**src/rtl/button_events.sv**
```systemverilog
// rtl/button_events.sv - press/release/auto-repeat event scheduler for panel buttons
// Edge-detected and timed events are held as 1-deep pending bits and arbitrated round-robin onto one stream.
module button_events #(
  parameter int N            = 8,
  parameter int TICKS_PER_MS = 98000,
  parameter int HOLD_MS      = 500,
  parameter int REPEAT_MS    = 100
) (
  input  logic                 clk,
  input  logic                 rst_n,
  input  logic [N-1:0]         btn,
  output logic [N-1:0]         held,
  output logic                 ev_valid,
  input  logic                 ev_ready,
  output logic [$clog2(N)-1:0] ev_id,
  output logic [1:0]           ev_kind
);

  localparam int IW = $clog2(N);
  localparam int PW = (TICKS_PER_MS > 1) ? $clog2(TICKS_PER_MS) : 1;
  localparam logic [PW-1:0] PRESC_LOAD = PW'(TICKS_PER_MS - 1);
  localparam logic [9:0]    HOLD_LOAD  = 10'(HOLD_MS - 1);
  localparam logic [9:0]    REP_LOAD   = 10'(REPEAT_MS - 1);
  localparam logic [1:0]    KIND_PRESS = 2'd0;
  localparam logic [1:0]    KIND_REL   = 2'd1;
  localparam logic [1:0]    KIND_REP   = 2'd2;

  typedef enum logic [1:0] {IDLE, HOLD, REPEAT} rep_state_t;

  logic [N-1:0]    press_edge, rel_edge;
  logic [N-1:0]    press_pend, rel_pend, rep_pend;
  logic [N-1:0]    press_clr, rel_clr, rep_clr, rep_set;
  logic [PW-1:0]   presc;
  logic            ms_tick;
  rep_state_t      state, state_nxt;
  logic [9:0]      timer, timer_nxt;
  logic [IW-1:0]   rep_btn, rep_btn_nxt;
  logic            found_press;
  logic [IW-1:0]   rr;
  logic            free, found, take;
  logic [IW-1:0]   gnt_id, idx;
  logic [1:0]      gnt_kind;
  int              scan_idx;

  assign press_edge = btn & ~held;
  assign rel_edge   = ~btn & held;
  assign ms_tick    = (presc == '0);
  assign free       = !ev_valid || ev_ready;
  assign take       = free && found;

  always_ff @(posedge clk or negedge rst_n) begin
    if (!rst_n) begin
      presc <= '0;
    end else if (ms_tick) begin
      presc <= PRESC_LOAD;
    end else begin
      presc <= presc - PW'(1);
    end
  end

  // A new press always retargets the shared timer; releasing the tracked button beats a same-cycle expiry.
  always_comb begin
    state_nxt   = state;
    timer_nxt   = timer;
    rep_btn_nxt = rep_btn;
    rep_set     = '0;
    found_press = 1'b0;
    for (int i = 0; i < N; i++) begin
      if (press_edge[i] && !found_press) begin
        found_press = 1'b1;
        rep_btn_nxt = IW'(i);
      end
    end
    if (found_press) begin
      timer_nxt = HOLD_LOAD;
      state_nxt = HOLD;
    end else if (state != IDLE && rel_edge[rep_btn]) begin
      state_nxt = IDLE;
    end else if (state != IDLE && ms_tick) begin
      if (timer == '0) begin
        rep_set[rep_btn] = 1'b1;
        timer_nxt        = REP_LOAD;
        state_nxt        = REPEAT;
      end else begin
        timer_nxt = timer - 10'd1;
      end
    end
  end

  always_ff @(posedge clk or negedge rst_n) begin
    if (!rst_n) begin
      state   <= IDLE;
      timer   <= '0;
      rep_btn <= '0;
    end else begin
      state   <= state_nxt;
      timer   <= timer_nxt;
      rep_btn <= rep_btn_nxt;
    end
  end

  always_comb begin
    found     = 1'b0;
    gnt_id    = '0;
    gnt_kind  = KIND_PRESS;
    press_clr = '0;
    rel_clr   = '0;
    rep_clr   = '0;
    scan_idx  = 0;
    idx       = '0;
    for (int k = 0; k < N; k++) begin
      scan_idx = int'(rr) + k;
      if (scan_idx >= N) scan_idx = scan_idx - N;
      idx = IW'(scan_idx);
      if (!found && (press_pend[idx] || rel_pend[idx] || rep_pend[idx])) begin
        found  = 1'b1;
        gnt_id = idx;
        // With both edges pending, the current level tells which came first.
        if (press_pend[idx] && (!rel_pend[idx] || !held[idx])) begin
          gnt_kind       = KIND_PRESS;
          press_clr[idx] = 1'b1;
        end else if (rel_pend[idx]) begin
          gnt_kind     = KIND_REL;
          rel_clr[idx] = 1'b1;
        end else begin
          gnt_kind     = KIND_REP;
          rep_clr[idx] = 1'b1;
        end
      end
    end
  end

  always_ff @(posedge clk or negedge rst_n) begin
    if (!rst_n) begin
      held       <= '0;
      press_pend <= '0;
      rel_pend   <= '0;
      rep_pend   <= '0;
    end else begin
      held       <= btn;
      press_pend <= (press_pend & ~(press_clr & {N{take}})) | press_edge;
      rel_pend   <= (rel_pend & ~(rel_clr & {N{take}})) | rel_edge;
      rep_pend   <= (rep_pend & ~(rep_clr & {N{take}}) & ~rel_edge) | rep_set;
    end
  end

  always_ff @(posedge clk or negedge rst_n) begin
    if (!rst_n) begin
      ev_valid <= 1'b0;
      ev_id    <= '0;
      ev_kind  <= KIND_PRESS;
      rr       <= '0;
    end else if (free) begin
      if (found) begin
        ev_valid <= 1'b1;
        ev_id    <= gnt_id;
        ev_kind  <= gnt_kind;
        rr       <= (gnt_id == IW'(N - 1)) ? '0 : gnt_id + IW'(1);
      end else begin
        ev_valid <= 1'b0;
      end
    end
  end

endmodule
```
**config.mk**
```make
export PLATFORM = sky130hd
export DESIGN_NAME = button_events
export DESIGN_NICKNAME = d
export VERILOG_FILES = /design/src/rtl/button_events.sv
export SDC_FILE = /design/constraint.sdc
export NUM_CORES = 1
export LEC_CHECK = 0
export ABC_AREA = 1
export CORE_AREA = 8 8 124 126
export DETAILED_ROUTE_END_ITERATION = 8
export DIE_AREA = 0 0 132 134
export PLACE_DENSITY = 0.72
export SETUP_SLACK_MARGIN = 0.3
export SYNTH_ARGS = -nofsm -noshare
export SYNTH_HDL_FRONTEND = slang
export SYNTH_SLANG_ARGS = --single-unit
export TNS_END_PERCENT = 5
```
**constraint.sdc**
```tcl
create_clock -name clk -period 8.6 [get_ports clk]
set_clock_uncertainty 0.2 [all_clocks]
set_input_delay 1.29 -clock clk [delete_from_list [all_inputs] [get_ports clk]]
set_output_delay 1.29 -clock clk [all_outputs]
set_load 0.005 [all_outputs]
```
; ---- Word level (Yosys, flattened, before mapping)
; Cells that the tools add are included.
[word_totals]
output_inout_bits = 14
reg_bits = 73
wordCells = 424
[classes]
n_reduce_logical = 100
add_sub_neg = 18
n_bitwise = 39
mux = 227
eq_ne = 2
n_lt_le_gt_ge = 26
[ops]
columns = operator, count
row1 = $mux W8, 68
row2 = $or A8 B8 Y8, 24
row3 = $bmux W1 S3, 33
row4 = $mux W3, 25
row5 = $and A8 B8 Y8, 9
row6 = $mux W1, 59
row7 = $mux W2, 28
row8 = $not A8 Y8, 6
row9 = $mux W10, 4
row10 = $lt A3 B4 Y1 const B, 9
row11 = $logic_and A1 B1 Y1, 34
row12 = $logic_not A1 Y1, 31
row13 = $ge A4 B4 Y1 const B, 7
row14 = $demux W1 S3, 9
row15 = $ge A3 B1 Y1 const B, 9
row16 = $logic_or A1 B1 Y1, 25
row17 = $sub A3 B1 Y3 const B, 8
row18 = $logic_not A17 Y1, 1
row19 = $mux W17, 1
row20 = $sub A17 B1 Y17 const B, 1
row21 = $add A3 B3 Y4 const B, 4
row22 = $logic_not A10 Y1, 1
row23 = $sub A10 B1 Y10 const B, 1
row24 = $add A3 B2 Y4 const B, 2
row25 = 9 further kinds, 13

; ---- Depth between registers and ports, before layout
[depth]
ltp_word = 42
mapped_depth = 26
mapped_depth_nobuf = 20

; ---- Worst setup path before layout
; OpenSTA, ideal clock, no wires.
[synth_timing]
path_kind = register -> register
startpoint = register rr[0]
endpoint = register rr[2]
t_arrival_ns = 3.583
path_buffers = 7
path_stages_with_launch = 27
setup_time_ns = 0.124
period_less_slack_ns = 3.908
t_required_ns = 8.276
slack_ns = 4.692
path_cell_list = dfrtp_1 > inv_2 > buf_6 > buf_6 > clkbuf_1 > buf_2 > ha_1 > buf_2 > inv_4 > buf_4 > nand3_1 > nand2_1 > nor2_1 > nor2_1 > inv_1 > nor2_1 > nand3_2 > nor2_4 > nand2_2 > clkinv_2 > buf_6 > nand2_1 > o211ai_2 > ha_1 > ha_1 > nand2_1 > o21ai_1
[synth_via]
elab_chain_cells = 30
word_cells_on_any_way = 129
cone_classes = add/sub (16) / order compare (8) / eq/ne (1) / mux (73) / reduce/logical (31)
[synth_rtl]
columns = element, line
row1 = from (decl), 39  ; logic [IW-1:0] rr;
row2 = from (signal assigned), 158  ; rr <= (gnt_id == IW'(N - 1)) ? '0 : gnt_id + IW'(1);
row3 = branches (longest 27 deep; another with $add A3 B1 Y4), --
row4 = $mux W3 (*), 115  ; if (!found && (press_pend[idx] || rel_pend[idx] || rep_pend[idx])) begin
row5 = via gnt_id[1], 41  ; logic [IW-1:0] gnt_id, idx;
row6 = $add A3 B1 Y3 / $eq A3 B3 Y1 (equally long branches), 158
row7 = $mux W3 (*), 158
; Mark *: on every way through the listed nets, which the timed path passes. The select of a mux whose other input is x is not followed.
; A chain may end at the register's enable or synchronous reset.

; ---- Final worst setup path
[layout_timing]
startpoint = register rr[1]
endpoint = register rr[2]
; Same word-level chain as after synthesis.

==> results.yml <==
status:
  status: "finished clean"
placed_design:
  place_ws_ps: 3220
  placed_cell_area_um2: 7420
  gp_congestion: 1.00
  io_buffer_count: 24
  hpwl_um: 19100
die:
  floorplan.initialDensity_pct: 53.5
  die_w_um: 132
  die_area_um2: 17700
  rows: 43
  ios: 25
  fp.dieH_um: 134
  coreArea_um2: 13500
setup_path:
  critPathLaunchType: "flop"
  required_ps: 8600
  cp-end-kind: "flop"
  critPathKind: "flop to flop"
  cp_max_fo: 28
  cp_data_arrival_time_ps: 5530
clocking:
  htreeDepth: 3
  cts_buffers: 9
  cts_resized: 0
  numClockSinks: 73
  cts_buffer_depth: 2
  cts_tree: "yes"
  cts_root_buffer: "clkbuf_16"
  postCtsHoldBufs: 0
  cts_setup_buffers: 0
  cts.reportedPaths.clkPinSlew_ps: 50
  insertion_delay_ps: 330
timing:
  setup_viol: 0
  maxSlewViolCount: 0
  timing.final.ws_setup_ps: 3070
  period_share_pct: 64.3
  hold_viol: 0
  tns_ps: 0
  rsz0062_at_grt: "false"
  timing.final.crit_period_ps: 5530
  tightest_slew_ps: 1110
  max_freq_ghz: 0.181
  relSlewSlack_pct: 25.5
layout:
  mostFrequentLayoutCells: "nand2_1 (353), nand3_1 (258), nor2_1 (176)"
  antenna_cells: 0
  multi_input_area_um2: 4670
  fillers: 1412
  nets: 1231
  area_delta_synth_final_pct: 6.79
  final_area_um2: 7710
  layout_commonest_cell: "nand2_1"
  register_area_um2: 1830
  drive_gt1_share_pct: 5.10
synthesis:
  synth.avg_cell_area_um2: 5.92
  yosys_register_bits: 73
  netlist_area_um2: 7220
  synth_top_area_cell: "dfrtp_1"
  yosys_warnings: 0
  async_reset_ff_share_pct: 100
  synthFlopType: "dfrtp_1"
  netlist_instances: 1219
  synth_edf_count: 0
  synth_seq_area_share_pct: 25.3
  netlist.area_leader.share_pct: 25.3
  synthTopCellsByArea: "dfrtp_1 (25%), nand2_1 (18%), nand3_1 (18%)"
  synth_fp_nets: 1240
  synth.distinct_cells: 50
global_routing:
  grt_pass1_wl_um: 40000
  grt_max_degree: 74
  overflow: 0
  first_global_vias: 7367
  antenna_found_initial: 0
  grt_usage_pct: 28.3
routing:
  dr_total_vias: 8171
  wirelength_um: 25200
  wl_met2_um: 11000
  wl_met3_um: 2180
  viasPerCell: 5.86
  drc_errors: 0
  detail_route.wl_per_cell_um: 18.1
  routed.top_layer: "met4"
  drtIter0Drc: 884
  m1WireLength_um: 10400
  firstDrtPassIters: 8
  ant_nets: 0
power_and_ir_drop:
  ir_drop_uv: 212
  p_per_area_nw_per_um2: 411
  p_leak_nw: 3.63
run:
  cap_violations: 0
hold_path:
  hold_path.class: "flop to flop"
==> Yosys cell counts, types with 2 or more instances <==
library cell and instances:
dfrtp_1 73, nand4_1 39, clkinv_1 9, nor2_1 176, nor2_2 4, or2_2 4
nand3b_1 6, inv_1 94, buf_4 14, buf_1 3, clkbuf_1 7, inv_2 11
o21ai_0 24, o21a_1 3, nand2_1 353, buf_6 4, o21ai_1 3, a21boi_0 3
buf_2 17, a22oi_1 2, nand2_2 5, nand3_1 258, nor2_4 6, xor2_1 9
nor4_1 5, a21oi_1 16, o211ai_1 2, o22ai_1 2, nor3_4 2, nor3_1 30
nand3_2 5, a31oi_1 3, ha_1 10
==> final timing paths <==
| kind | slack, ps | to | start | depth (start not counted) |
|---|---|---|---|---|
| max | 3070 | rr[2] | rr[1] | 19 |
| min | 230 | presc[0] | presc[0] | 1 |
| max reg2reg | 3070 | rr[2] | rr[1] | 19 |
| min reg2reg | 230 | presc[0] | presc[0] | 1 |
| max in group asynchronous | 6720 | presc[9] | rst_n | 1 |
| min in group asynchronous | 880 | presc[1] | rst_n | 1 |
==> layer usage <==
layer,global-route usage [%],vias to the layer above
met1,36.0,3665
met3,5.12,95
met4,18.7,0
li1,-,4000
met5,0,-
met2,43.4,411
==> critical path, cell delays in order, from the launching register on <==
cell and delay (ps):
dfrtp_1 870, inv_2 380, ha_1 770, inv_4 420
nand3_1 150, nand2_1 100, nand2_1 60, nand2_1 120
nand3_2 110, nor2_4 290, nand4_4 190, nor3_4 700
nand2_1 220, nand2_1 130, nand2_1 60, nand2_1 100
ha_1 150, ha_1 220, nand2_1 70, o21ai_1 60
==> power breakdown <==
group | internal [W] | switching (W) | leakage, nW | total (W)
Combinational | 0.000519 | 0.00182 | 2.69 | 0.00233
Clock | 0.000232 | 0.000131 | 0.144 | 0.000363
Sequential | 0.000393 | 0.0000796 | 0.797 | 0.000473
Total | 0.00114 | 0.00203 | 3.63 | 0.00317
==> kinds of logic after synthesis <==
| family | share of synthesized area [%] |
|---|---|
| buffers and inverters | 9.93 |
| AOI/OAI and AO/OA | 5.79 |
| and+or+nand+nor | 55.8 |
| DFF | 25.3 |
| xor gates and xnor gates | 1.44 |
| adders and majority gates | 1.73 |
==> stage by stage <==
stage	utilization (%)	hold WS [ps]	std cells	total power (W)
3_3_place_gp	54.9	223	1379	0.00271
2_1_floorplan	-	209	1219	0.00214
6_report	57.1	228	1395	0.00317
5_1_grt	57.1	244	1395	0.00340
4_1_cts	57.1	233	1395	0.00308
3_5_place_dp	54.9	226	1379	0.00271
==> state kept, by name (all words and copies together) (netlist names) <==
name / cells
presc: 17
timer: 10
held: 8
press_pend: 8
rel_pend: 8
rep_pend: 8
ev_id: 3
rep_btn: 3
rr: 3
ev_kind: 2
state: 2
ev_valid: 1
==> cell type report <==
class	count	area share [%]
timing repair buffer	26	3.28
tap	180	2.92
inverter	116	5.70
sequential	73	23.7
clock inverter	3	0.519
clock buffer	13	3.25
multi-input combinational	984	60.6
No activity file was read; power rests on OpenSTA's default activity.
